[src/rtl/axi_read_burst_issuer_if.sv]
// AR-channel bundle between the burst issuer and the AXI4 read address port.
// Ports / signals:
//   arvalid  burst request valid (driven by the issuer)
//   arready  slave ready (driven by the interconnect)
//   araddr   burst byte address
//   arlen    burst length minus one
// Modports: master (issuer side), slave (interconnect side).
interface axi_read_burst_issuer_if #(
   parameter int C_ADDR_WIDTH = 64
) ();
   logic                    arvalid;
   logic                    arready;
   logic [C_ADDR_WIDTH-1:0] araddr;
   logic [7:0]              arlen;

   modport master (
      output arvalid,
      output araddr,
      output arlen,
      input  arready
   );

   modport slave (
      input  arvalid,
      input  araddr,
      input  arlen,
      output arready
   );
endinterface

[src/rtl/axi_read_burst_issuer.sv]
// Splits one read request (byte address + beat count) into AXI4 AR bursts that
// never cross a 4 KiB boundary, while bounding the number of bursts in flight.
// Ports:
//   clk, rst_n              clock, asynchronous active-low reset
//   ctrl_start/addr/length  request pulse, byte address, length in beats
//   ctrl_busy, ctrl_done    request in progress, one-cycle completion pulse
//   m_axi                   AR channel (master modport)
//   r_burst_done            one pulse per completed burst from the R path
//   outstanding             bursts issued but not completed
//   err_underflow           sticky: completion seen with nothing outstanding
module axi_read_burst_issuer #(
   parameter int C_ADDR_WIDTH      = 64,
   parameter int C_DATA_WIDTH      = 512,
   parameter int C_LENGTH_WIDTH    = 32,
   parameter int C_BURST_LEN       = 64,
   parameter int C_MAX_OUTSTANDING = 16
) (
   input  logic                      clk,
   input  logic                      rst_n,
   input  logic                      ctrl_start,
   input  logic [C_ADDR_WIDTH-1:0]   ctrl_addr,
   input  logic [C_LENGTH_WIDTH-1:0] ctrl_length,
   output logic                      ctrl_busy,
   output logic                      ctrl_done,
   axi_read_burst_issuer_if.master   m_axi,
   input  logic                      r_burst_done,
   output logic [7:0]                outstanding,
   output logic                      err_underflow
);

   localparam int BYTES     = C_DATA_WIDTH / 8;
   localparam int LOG_BYTES = $clog2(BYTES);
   // Common width for comparing the remaining count against the burst cap.
   localparam int CMP_W     = (C_LENGTH_WIDTH > 13) ? C_LENGTH_WIDTH : 13;
   localparam logic [C_ADDR_WIDTH-1:0] ALIGN_MASK = ~C_ADDR_WIDTH'(BYTES - 1);

   typedef enum logic [1:0] {
      ST_IDLE  = 2'd0,
      ST_ISSUE = 2'd1,
      ST_DRAIN = 2'd2,
      ST_DONE  = 2'd3
   } state_t;

   // Beats of the next burst: min(remaining, C_BURST_LEN, beats left in 4 KiB page).
   // The address is always beat aligned, so the page division is exact.
   function automatic logic [8:0] burst_size(input logic [C_ADDR_WIDTH-1:0]   addr,
                                             input logic [C_LENGTH_WIDTH-1:0] rem);
      logic [12:0] to_4k;
      logic [12:0] cap;
      to_4k = (13'h1000 - {1'b0, addr[11:0]}) >> LOG_BYTES;
      cap   = (to_4k < 13'(C_BURST_LEN)) ? to_4k : 13'(C_BURST_LEN);
      if (CMP_W'(rem) < CMP_W'(cap)) begin
         burst_size = 9'(rem);
      end else begin
         burst_size = 9'(cap);
      end
   endfunction

   state_t                    state_r, state_nx_s;
   logic                      arvalid_r, arvalid_nx_s;
   logic [C_ADDR_WIDTH-1:0]   araddr_r, araddr_nx_s;
   logic [7:0]                arlen_r, arlen_nx_s;
   logic [C_LENGTH_WIDTH-1:0] rem_r, rem_nx_s;
   logic                      busy_r, busy_nx_s;
   logic                      done_r, done_nx_s;
   logic [7:0]                outstanding_r, outstanding_nx_s;
   logic                      err_r, err_nx_s;

   logic                      hs_s;
   logic [8:0]                cur_size_s;
   logic [C_ADDR_WIDTH-1:0]   next_addr_s;
   logic [C_LENGTH_WIDTH-1:0] next_rem_s;
   logic [C_ADDR_WIDTH-1:0]   calc_addr_s;
   logic [C_LENGTH_WIDTH-1:0] calc_rem_s;
   logic [8:0]                calc_size_s;
   logic                      below_limit_s;

   assign hs_s        = arvalid_r & m_axi.arready;
   assign cur_size_s  = {1'b0, arlen_r} + 9'd1;
   assign next_addr_s = araddr_r + (C_ADDR_WIDTH'(cur_size_s) << LOG_BYTES);
   assign next_rem_s  = rem_r - C_LENGTH_WIDTH'(cur_size_s);
   // Compared against the post-update count so arvalid drops the cycle the limit is reached.
   assign below_limit_s = (9'(outstanding_nx_s) < 9'(C_MAX_OUTSTANDING));

   // Burst calculator input: the new request in IDLE, otherwise the post-handshake position.
   always_comb begin
      calc_addr_s = next_addr_s;
      calc_rem_s  = next_rem_s;
      if (state_r == ST_IDLE) begin
         calc_addr_s = ctrl_addr & ALIGN_MASK;
         calc_rem_s  = ctrl_length;
      end else begin
         calc_addr_s = next_addr_s;
         calc_rem_s  = next_rem_s;
      end
      calc_size_s = burst_size(calc_addr_s, calc_rem_s);
   end

   // Outstanding-burst counter and sticky underflow flag; simultaneous events cancel.
   always_comb begin
      outstanding_nx_s = outstanding_r;
      err_nx_s         = err_r;
      if (hs_s && !r_burst_done) begin
         outstanding_nx_s = outstanding_r + 8'd1;
      end else if (!hs_s && r_burst_done) begin
         if (outstanding_r == 8'd0) begin
            err_nx_s = 1'b1;
         end else begin
            outstanding_nx_s = outstanding_r - 8'd1;
         end
      end else begin
         outstanding_nx_s = outstanding_r;
      end
   end

   // Request FSM next-state and next values of the registered outputs.
   always_comb begin
      state_nx_s   = state_r;
      arvalid_nx_s = arvalid_r;
      araddr_nx_s  = araddr_r;
      arlen_nx_s   = arlen_r;
      rem_nx_s     = rem_r;
      busy_nx_s    = busy_r;
      done_nx_s    = 1'b0;
      case (state_r)
         ST_IDLE: begin
            busy_nx_s = 1'b0;
            if (ctrl_start) begin
               busy_nx_s = 1'b1;
               if (ctrl_length != {C_LENGTH_WIDTH{1'b0}}) begin
                  state_nx_s   = ST_ISSUE;
                  araddr_nx_s  = calc_addr_s;
                  arlen_nx_s   = 8'(calc_size_s - 9'd1);
                  rem_nx_s     = ctrl_length;
                  arvalid_nx_s = below_limit_s;
               end else begin
                  // Zero-length request: busy and done together for one cycle.
                  state_nx_s = ST_DONE;
                  done_nx_s  = 1'b1;
               end
            end else begin
               state_nx_s = ST_IDLE;
            end
         end
         ST_ISSUE: begin
            if (hs_s) begin
               rem_nx_s = next_rem_s;
               if (next_rem_s == {C_LENGTH_WIDTH{1'b0}}) begin
                  state_nx_s   = ST_DRAIN;
                  arvalid_nx_s = 1'b0;
               end else begin
                  araddr_nx_s  = calc_addr_s;
                  arlen_nx_s   = 8'(calc_size_s - 9'd1);
                  arvalid_nx_s = below_limit_s;
               end
            end else if (arvalid_r) begin
               // A presented burst stays presented until accepted.
               arvalid_nx_s = 1'b1;
            end else begin
               arvalid_nx_s = below_limit_s;
            end
         end
         ST_DRAIN: begin
            if (outstanding_r == 8'd0) begin
               state_nx_s = ST_DONE;
               busy_nx_s  = 1'b0;
               done_nx_s  = 1'b1;
            end else begin
               state_nx_s = ST_DRAIN;
            end
         end
         ST_DONE: begin
            state_nx_s = ST_IDLE;
            busy_nx_s  = 1'b0;
         end
         default: begin
            state_nx_s   = ST_IDLE;
            arvalid_nx_s = 1'b0;
            busy_nx_s    = 1'b0;
         end
      endcase
   end

   // State and output registers.
   always_ff @(posedge clk or negedge rst_n) begin
      if (!rst_n) begin
         state_r       <= ST_IDLE;
         arvalid_r     <= 1'b0;
         araddr_r      <= {C_ADDR_WIDTH{1'b0}};
         arlen_r       <= 8'd0;
         rem_r         <= {C_LENGTH_WIDTH{1'b0}};
         busy_r        <= 1'b0;
         done_r        <= 1'b0;
         outstanding_r <= 8'd0;
         err_r         <= 1'b0;
      end else begin
         state_r       <= state_nx_s;
         arvalid_r     <= arvalid_nx_s;
         araddr_r      <= araddr_nx_s;
         arlen_r       <= arlen_nx_s;
         rem_r         <= rem_nx_s;
         busy_r        <= busy_nx_s;
         done_r        <= done_nx_s;
         outstanding_r <= outstanding_nx_s;
         err_r         <= err_nx_s;
      end
   end

   assign m_axi.arvalid = arvalid_r;
   assign m_axi.araddr  = araddr_r;
   assign m_axi.arlen   = arlen_r;
   assign ctrl_busy     = busy_r;
   assign ctrl_done     = done_r;
   assign outstanding   = outstanding_r;
   assign err_underflow = err_r;

endmodule
[src/flat_wrapper.sv]
// flat-port wrapper written by rule: the top's interface ports become plain ports
module axi_read_burst_issuer_flat 
#(
   parameter int C_ADDR_WIDTH      = 64,
   parameter int C_DATA_WIDTH      = 512,
   parameter int C_LENGTH_WIDTH    = 32,
   parameter int C_BURST_LEN       = 64,
   parameter int C_MAX_OUTSTANDING = 16
)
  (clk, rst_n, ctrl_start, ctrl_addr, ctrl_length, ctrl_busy, ctrl_done, r_burst_done, outstanding, err_underflow, m_axi_arvalid, m_axi_araddr, m_axi_arlen, m_axi_arready);
  axi_read_burst_issuer_if #(.C_ADDR_WIDTH(C_ADDR_WIDTH)) m_axi_i ();
  input  logic clk;
  input  logic rst_n;
  input  logic ctrl_start;
  input  logic [C_ADDR_WIDTH-1:0] ctrl_addr;
  input  logic [C_LENGTH_WIDTH-1:0] ctrl_length;
  output logic ctrl_busy;
  output logic ctrl_done;
  input  logic r_burst_done;
  output logic [7:0] outstanding;
  output logic err_underflow;
  output wire logic [$bits(m_axi_i.arvalid)-1:0] m_axi_arvalid;
  output wire logic [$bits(m_axi_i.araddr)-1:0] m_axi_araddr;
  output wire logic [$bits(m_axi_i.arlen)-1:0] m_axi_arlen;
  input wire logic [$bits(m_axi_i.arready)-1:0] m_axi_arready;
  assign m_axi_arvalid = m_axi_i.arvalid;
  assign m_axi_araddr = m_axi_i.araddr;
  assign m_axi_arlen = m_axi_i.arlen;
  assign m_axi_i.arready = m_axi_arready;
  axi_read_burst_issuer #(.C_ADDR_WIDTH(C_ADDR_WIDTH), .C_DATA_WIDTH(C_DATA_WIDTH), .C_LENGTH_WIDTH(C_LENGTH_WIDTH), .C_BURST_LEN(C_BURST_LEN), .C_MAX_OUTSTANDING(C_MAX_OUTSTANDING)) u_core (.clk(clk), .rst_n(rst_n), .ctrl_start(ctrl_start), .ctrl_addr(ctrl_addr), .ctrl_length(ctrl_length), .ctrl_busy(ctrl_busy), .ctrl_done(ctrl_done), .m_axi(m_axi_i), .r_burst_done(r_burst_done), .outstanding(outstanding), .err_underflow(err_underflow));
endmodule
[config.mk]
export PLATFORM = sky130hd
export DESIGN_NAME = axi_read_burst_issuer_flat
export DESIGN_NICKNAME = d
export VERILOG_FILES = /design/src/rtl/axi_read_burst_issuer_if.sv /design/src/rtl/axi_read_burst_issuer.sv /design/src/flat_wrapper.sv
export SDC_FILE = /design/constraint.sdc
export NUM_CORES = 1
export LEC_CHECK = 0
export CAP_MARGIN = 20
export CORE_MARGIN = 4
export CORE_UTILIZATION = 45
export DETAILED_ROUTE_END_ITERATION = 10
export HOLD_SLACK_MARGIN = 0.05
export PLACE_DENSITY = 0.72
export SYNTH_ARGS = -nofsm -noshare
export SYNTH_HDL_FRONTEND = slang
export SYNTH_SLANG_ARGS = --single-unit
[constraint.sdc]
create_clock -name clk -period 7.7 [get_ports clk]
set_input_delay 1.54 -clock clk [delete_from_list [all_inputs] [get_ports clk]]
set_output_delay 1.54 -clock clk [all_outputs]
set_load 0.03 [all_outputs]
==> reports/qor.yml, run 1 <==
pwr:
  share_seq_of_total_power: 0.219
  cellInternalPower_uw: 2960
  sw_share: 0.503
  total_switching_power_uw: 2990
  max-vdd-ir-drop_v: 0.000238
  clockPowerShare: 0.145
  power_per_unit_of_standard_cell_area_nw_per_um2: 519
  pwr-share-comb: 0.636
  total_leakage_power_uw: 0.00463
outcome:
  run_status: "complete, no violations"
placed_design:
  place.port_buffers: 178
  gp_congestion: 0.910
  hpwlAfterDp_mm: 20.0
die:
  floorplan.core_area_um2: 19500
  die_y_um: 149
  dieWidth_um: 149
  start_util: 0.459
  floorplan.die_area_um2: 22200
  boundaryPins: 185
  row_count: 51
timing:
  hold-worst-slack_ps: 489
  timing_hold_violations_final: 0
  timing_worst_slew_pin_value_ps: 970
  finalCritPeriodShare: 0.818
  slew_headroom: 0.348
  rsz_0062_raised_after_global_routing: "no"
  fin_skew_ps: 11.4
  layout_min_cycle_time_ps: 6300
  fmax_mhz: 159
  setup_viol: 0
  timing.setup.tns_ps: 0
  report.final.slew_viol_count: 0
detailed_routing:
  route.detailed.vias_per_inst: 5.96
  ant_nets: 0
  drt_pass1_iterations: 5
  drc: 0
  wl_per_cell_um: 18.3
  routed_vias: 9138
  routed_wl_mm: 28.0
  drt_iter0_markers: 744
final_layout:
  utilization: 0.589
  sequential_cell_area_um2: 2950
  insertedDiodeCount: 0
  area_delta_synth_final_pct: 28.3
  count_of_fill_cells_added_during_filler_insertion: 1818
  area_of_the_multi_input_gates_um2: 5540
  post_route_cells_drive_above_1_share: 0.0600
  layout.nets: 1393
hold_path:
  min_from: "u_core.err_underflow"
  hold-path-cell-count: 1
  min_delay_path_class: "flip-flop to flip-flop"
  worstHoldEndpoint: "u_core.err_underflow"
logic_synthesis:
  asyncSetResetFlopFracSynth: 1.00
  synthDistinctLibCells: 77
  synth-seq-area-share: 0.331
  syn_area_um2: 8930
  mappedNetlistNets: 1254
  synthesis.instances: 1116
  avgSynthCellArea_um2: 8.00
  synth_edf_count: 0
  ys_seq_elements: 118
  ys_warn_count: 0
  synth-main-ff-cell: "dfrtp_1"
critical_path:
  timing.setup.critical_path_class: "flip-flop to flip-flop"
  timing.critical_path.required_ps: 8030
  worst_case_register_to_register_setup_slack_ps: 1400
  worstReg2RegEnd: "u_core.m_axi.arlen[6]"
  ff2ff_path_depth: 22
  arrival_ps: 6630
  worstSetupStartpointType: "flip-flop"
  highest_net_fanout_along_the_worst_path: 15
  rr_startpoint: "u_core.m_axi.arlen[0]"
  crit_path_end_kind: "flip-flop"
clocking:
  clock_tree_from_tritoncts: "built"
  post_cts_resized: 0
  cts_hold_repair.buffers: 0
  cts.path.max_buffers: 2
  clockRootBuffer: "clkbuf_16"
  clock_sinks: 118
  postCtsSetupBuffers: 0
  insertion_delay_ps: 430
  numCtsBuffers: 17
  path_clk_slew_ps: 60
  h-tree-depth: 4
grt:
  via_count_of_the_first_global_routing_pass: 8613
  grt_start_max_net_pins: 68
  grt_usage: 0.249
  grt.overflow.total: 0
  grt_pass1_wl_mm: 44.8
  antenna_found_initial: 0
flow_run:
  max_cap_viol_count: 0
[cell type report]
| cell class | count | share of cell area |
|---|---|---|
| well taps | 265 | 0.0289 |
| repair buffers | 189 | 0.162 |
| multi-input cells | 890 | 0.483 |
| inverters | 39 | 0.0128 |
| flip-flops and latches | 118 | 0.258 |
| clock inverters | 14 | 0.0177 |
| clock buffers | 17 | 0.0371 |
[Yosys cell counts (6+ instances only)]
master / instances / area (µm²)
and2_1: 13 / 81.3
nand4_1: 20 / 125
nor3_1: 32 / 160
o22ai_1: 46 / 288
xnor2_1: 23 / 201
nand3_1: 43 / 215
nand2b_1: 9 / 56.3
nor2b_1: 6 / 37.5
o21ai_0: 88 / 440
and3_1: 23 / 144
nand2_1: 129 / 484
dfrtp_1: 118 / 2950
nor4_1: 19 / 119
o21a_1: 9 / 67.6
a41o_1: 6 / 60.1
a211oi_1: 8 / 60.1
ha_1: 35 / 438
a31oi_1: 16 / 100
o31ai_1: 10 / 75.1
a21o_1: 21 / 158
a31o_2: 10 / 87.6
inv_1: 39 / 146
nor2_1: 78 / 293
a21oi_1: 106 / 531
and4_1: 12 / 105
a41oi_1: 7 / 61.3
clkbuf_1: 50 / 188
mux2i_1: 13 / 130
or4_1: 8 / 60.1
buf_2: 9 / 45.0
xor2_1: 19 / 166
[logic make-up after synthesis]
| kind of cell | after synthesis | share of synthesized area |
|---|---|---|
| AND/OR/NAND/NOR | 416 | 0.237 |
| AO/OA/AOI/OAI | 379 | 0.267 |
| flip-flops | 118 | 0.331 |
| buffers and inverters | 108 | 0.0509 |
| XOR/XNOR | 42 | 0.0412 |
| adder cells (fa/ha/maj) | 37 | 0.0535 |
| multiplexers | 16 | 0.0196 |
[placed cells by master (no fill, tap or decap), types with 19 or more instances in the layout]
cell type / n
xor2_1: 19
nor4_1: 19
a21oi_1: 105
o21ai_0: 88
nor2_1: 77
and3_1: 23
clkdlybuf4s50_1: 177
nand2_1: 129
nor3_1: 32
a21o_1: 21
dfrtp_1: 118
ha_1: 33
inv_1: 38
nand3_1: 43
o22ai_1: 46
nand4_1: 20
xnor2_1: 23
[metal layers]
metal  global-route usage  part of all wire  vias up
met3               0.0690             0.080       47
met5                    0                 0        -
li1                     -                 -     4439
met4               0.0751             0.021        0
met2                0.395              0.45      338
met1                0.335              0.44     4314
[worst max path at each step]
stage	startpoint	to	slack, ps	depth (start not counted)
after detailed placement	u_core.m_axi.arlen[0]	u_core.m_axi.arlen[6]	1520	22
after CTS	u_core.m_axi.arlen[0]	u_core.m_axi.arlen[6]	1490	22
after global routing	u_core.m_axi.arlen[0]	u_core.m_axi.arlen[6]	970	22
after floorplan	u_core.m_axi.arlen[0]	u_core.m_axi.arlen[6]	2510	24
final	u_core.m_axi.arlen[0]	u_core.m_axi.arlen[6]	1400	22
after global placement	u_core.m_axi.arlen[0]	u_core.m_axi.arlen[6]	1650	22
[power groups by stage]
stage	combinational [µW]	clock (µW)	sequential [µW]
after CTS	3770	873	1290
after floorplan	2390	0	1560
final	3780	860	1300
after global placement	3690	0	1290
after global routing	4180	898	1360
after detailed placement	3750	0	1290
[critical path, stage by stage, from the launching register on]
cell and delay [ps]:
dfrtp_1 430, ha_1 210, nand3_1 120, nor2_1 200, xor2_1 260, inv_1 120, ha_1 500, nand4_1 170
a211oi_1 360, or2_0 660, o21ai_0 250, a221oi_1 350, nand4_1 260, or4_1 610, a21o_1 230, mux4_2 320
inv_1 80, ha_1 240, nand2_1 90, nor4_1 260, xor2_1 190, mux2i_1 100, o21ai_0 170
[flip-flops by register name, indices dropped and copies added (netlist names)]
signal and flops:
u_core.m_axi.arlen 8, u_core.ctrl_busy 1, u_core.outstanding 8, u_core.err_underflow 1
u_core.state_r 2, u_core.m_axi.araddr 64, u_core.m_axi.arvalid 1, u_core.ctrl_done 1
u_core.rem_r 32
[through the flow]
step	power, µW	setup WS [ps]	instances	instance area [µm²]
after global routing	6440	970	1532	11500
final	5950	1400	1532	11500
after CTS	5940	1490	1532	11500
after global placement	4980	1650	1501	10800
after detailed placement	5040	1520	1501	10800
after floorplan	3950	2510	1116	8930
Power figures use the tool's default switching activity.
==> run 2: changes to the inputs <==
clock period = 6.2 ns   (was 7.7 ns; I/O delays follow)
==> reports/qor.yml, run 2 (synthesized netlist as in run 1, its figures left out) <==
placed_design:
  gp_congestion: 0.925
  place.port_buffers: 178
  hpwlAfterDp_mm: 20.4
  placed_cells: 1507
  pre_cts_ws_ps: 480
  placed_area_um2: 10900
critical_path:
  arrival_ps: 6080
  worst_case_register_to_register_setup_slack_ps: 470
  worstReg2RegEnd: "u_core.m_axi.arlen[6]"
  endpoint: "u_core.m_axi.arlen[6]"
  crit_start: "u_core.m_axi.arlen[0]"
  rr_startpoint: "u_core.m_axi.arlen[0]"
  ff2ff_path_depth: 22
  crit_path_end_kind: "flip-flop"
  highest_net_fanout_along_the_worst_path: 12
  timing.setup.critical_path_class: "flip-flop to flip-flop"
  worstSetupStartpointType: "flip-flop"
  timing.critical_path.required_ps: 6550
clocking:
  cts.path.max_buffers: 2
  clock_sinks: 118
  path_clk_slew_ps: 60
  clock_tree_from_tritoncts: "built"
  clockRootBuffer: "clkbuf_16"
  insertion_delay_ps: 430
  numCtsBuffers: 17
  cts_hold_repair.buffers: 0
  post_cts_resized: 0
  h-tree-depth: 4
  postCtsSetupBuffers: 0
outcome:
  run_status: "complete, no violations"
final_layout:
  largest_register_ffs: 64
  area_delta_synth_final_pct: 28.7
  layout.nets: 1399
  area_of_the_multi_input_gates_um2: 5540
  count_of_fill_cells_added_during_filler_insertion: 1734
  layout.cells.most_common: "clkdlybuf4s50_1"
  sequential_cell_area_um2: 2950
  fin_cells: 1539
  insertedDiodeCount: 0
  layout.cell_area.non_filler_um2: 11500
  post_route_cells_drive_above_1_share: 0.0651
  layout_common_cells: "177 x clkdlybuf4s50_1, 129 x nand2_1, 118 x dfrtp_1, 105 x a21oi_1, 88 x o21ai_0"
  utilization: 0.590
die:
  floorplan.die_area_um2: 22200
  start_util: 0.459
  boundaryPins: 185
  die_y_um: 149
  dieWidth_um: 149
  floorplan.core_area_um2: 19500
  row_count: 51
grt:
  grt.overflow.total: 0
  grt_start_max_net_pins: 69
  via_count_of_the_first_global_routing_pass: 8819
  grt_pass1_wl_mm: 45.7
  grt_usage: 0.254
  antenna_found_initial: 1
timing:
  rsz_0062_raised_after_global_routing: "no"
  post-route-worst-setup-slack_ps: 466
  layout_min_cycle_time_ps: 5730
  setup_viol: 0
  fin_skew_ps: 10.3
  timing.setup.tns_ps: 0
  report.final.slew_viol_count: 0
  slew_headroom: 0.354
  finalCritPeriodShare: 0.925
  timing_hold_violations_final: 0
  fmax_mhz: 174
  timing_worst_slew_pin_value_ps: 944
detailed_routing:
  drt_iter0_markers: 668
  routed_wl_mm: 28.6
  drt_pass1_iterations: 6
  route.detailed.vias_per_inst: 5.97
  routed_vias: 9195
  wl_per_cell_um: 18.6
  ant_nets: 0
  drc: 0
pwr:
  total_leakage_power_uw: 0.00465
  power_per_unit_of_standard_cell_area_nw_per_um2: 646
  max-vdd-ir-drop_v: 0.000305
flow_run:
  max_cap_viol_count: 0
hold_path:
  min_delay_path_class: "flip-flop to flip-flop"
[run 2: area by class of cell]
cell class | instances | share of cell area
clock buffers | 19 | 0.0385
clock inverters | 13 | 0.0149
inverters | 39 | 0.0127
multi-input cells | 890 | 0.482
flip-flops and latches | 118 | 0.257
well taps | 265 | 0.0289
repair buffers | 195 | 0.166
[run 2: worst min path at each step]
stage,start,end,cells past startpoint
final,u_core.rem_r[8],u_core.rem_r[8],2
after global routing,u_core.err_underflow,u_core.err_underflow,1
after CTS,u_core.rem_r[8],u_core.rem_r[8],2
after detailed placement,u_core.err_underflow,u_core.err_underflow,1
after global placement,u_core.rem_r[0],u_core.rem_r[0],2
after floorplan,u_core.rem_r[0],u_core.rem_r[0],2
[run 2: metrics by stage]
step           total power (µW)  hold WS, ps
2_1_floorplan              4910          450
3_3_place_gp               6240          461
3_5_place_dp               6300          470
4_1_cts                    7400          495
5_1_grt                    8030          510
6_report                   7420          491
[run 2: critical path, stage by stage, from the launching register on]
cell and delay [ps]:
dfrtp_1 440, ha_1 210, nand3_1 110, nor2_1 210, xor2_1 250, inv_1 80
ha_2 360, a211oi_1 270, o22ai_1 160, or2_0 230, or4_1 490, a221oi_1 280
nand4_1 270, or4_1 640, a21o_1 230, mux4_2 310, inv_1 80, ha_1 220
nand2_1 90, nor4_1 250, xor2_1 220, mux2i_1 100, o21ai_0 160
[run 2: per-layer routing]
| layer | global-route usage | routed length (µm) |
|---|---|---|
| met1 | 0.339 | 12700 |
| met2 | 0.406 | 13000 |
| met3 | 0.0793 | 2410 |
| met4 | 0.0618 | 458 |
| met5 | 0 | 13 |
[run 2: power by group]
part | internal, µW | total [µW] | switching, µW
combinational | 1900 | 4750 | 2850
sequential | 1140 | 1620 | 484
clock | 648 | 1050 | 397
total | 3690 | 7420 | 3730
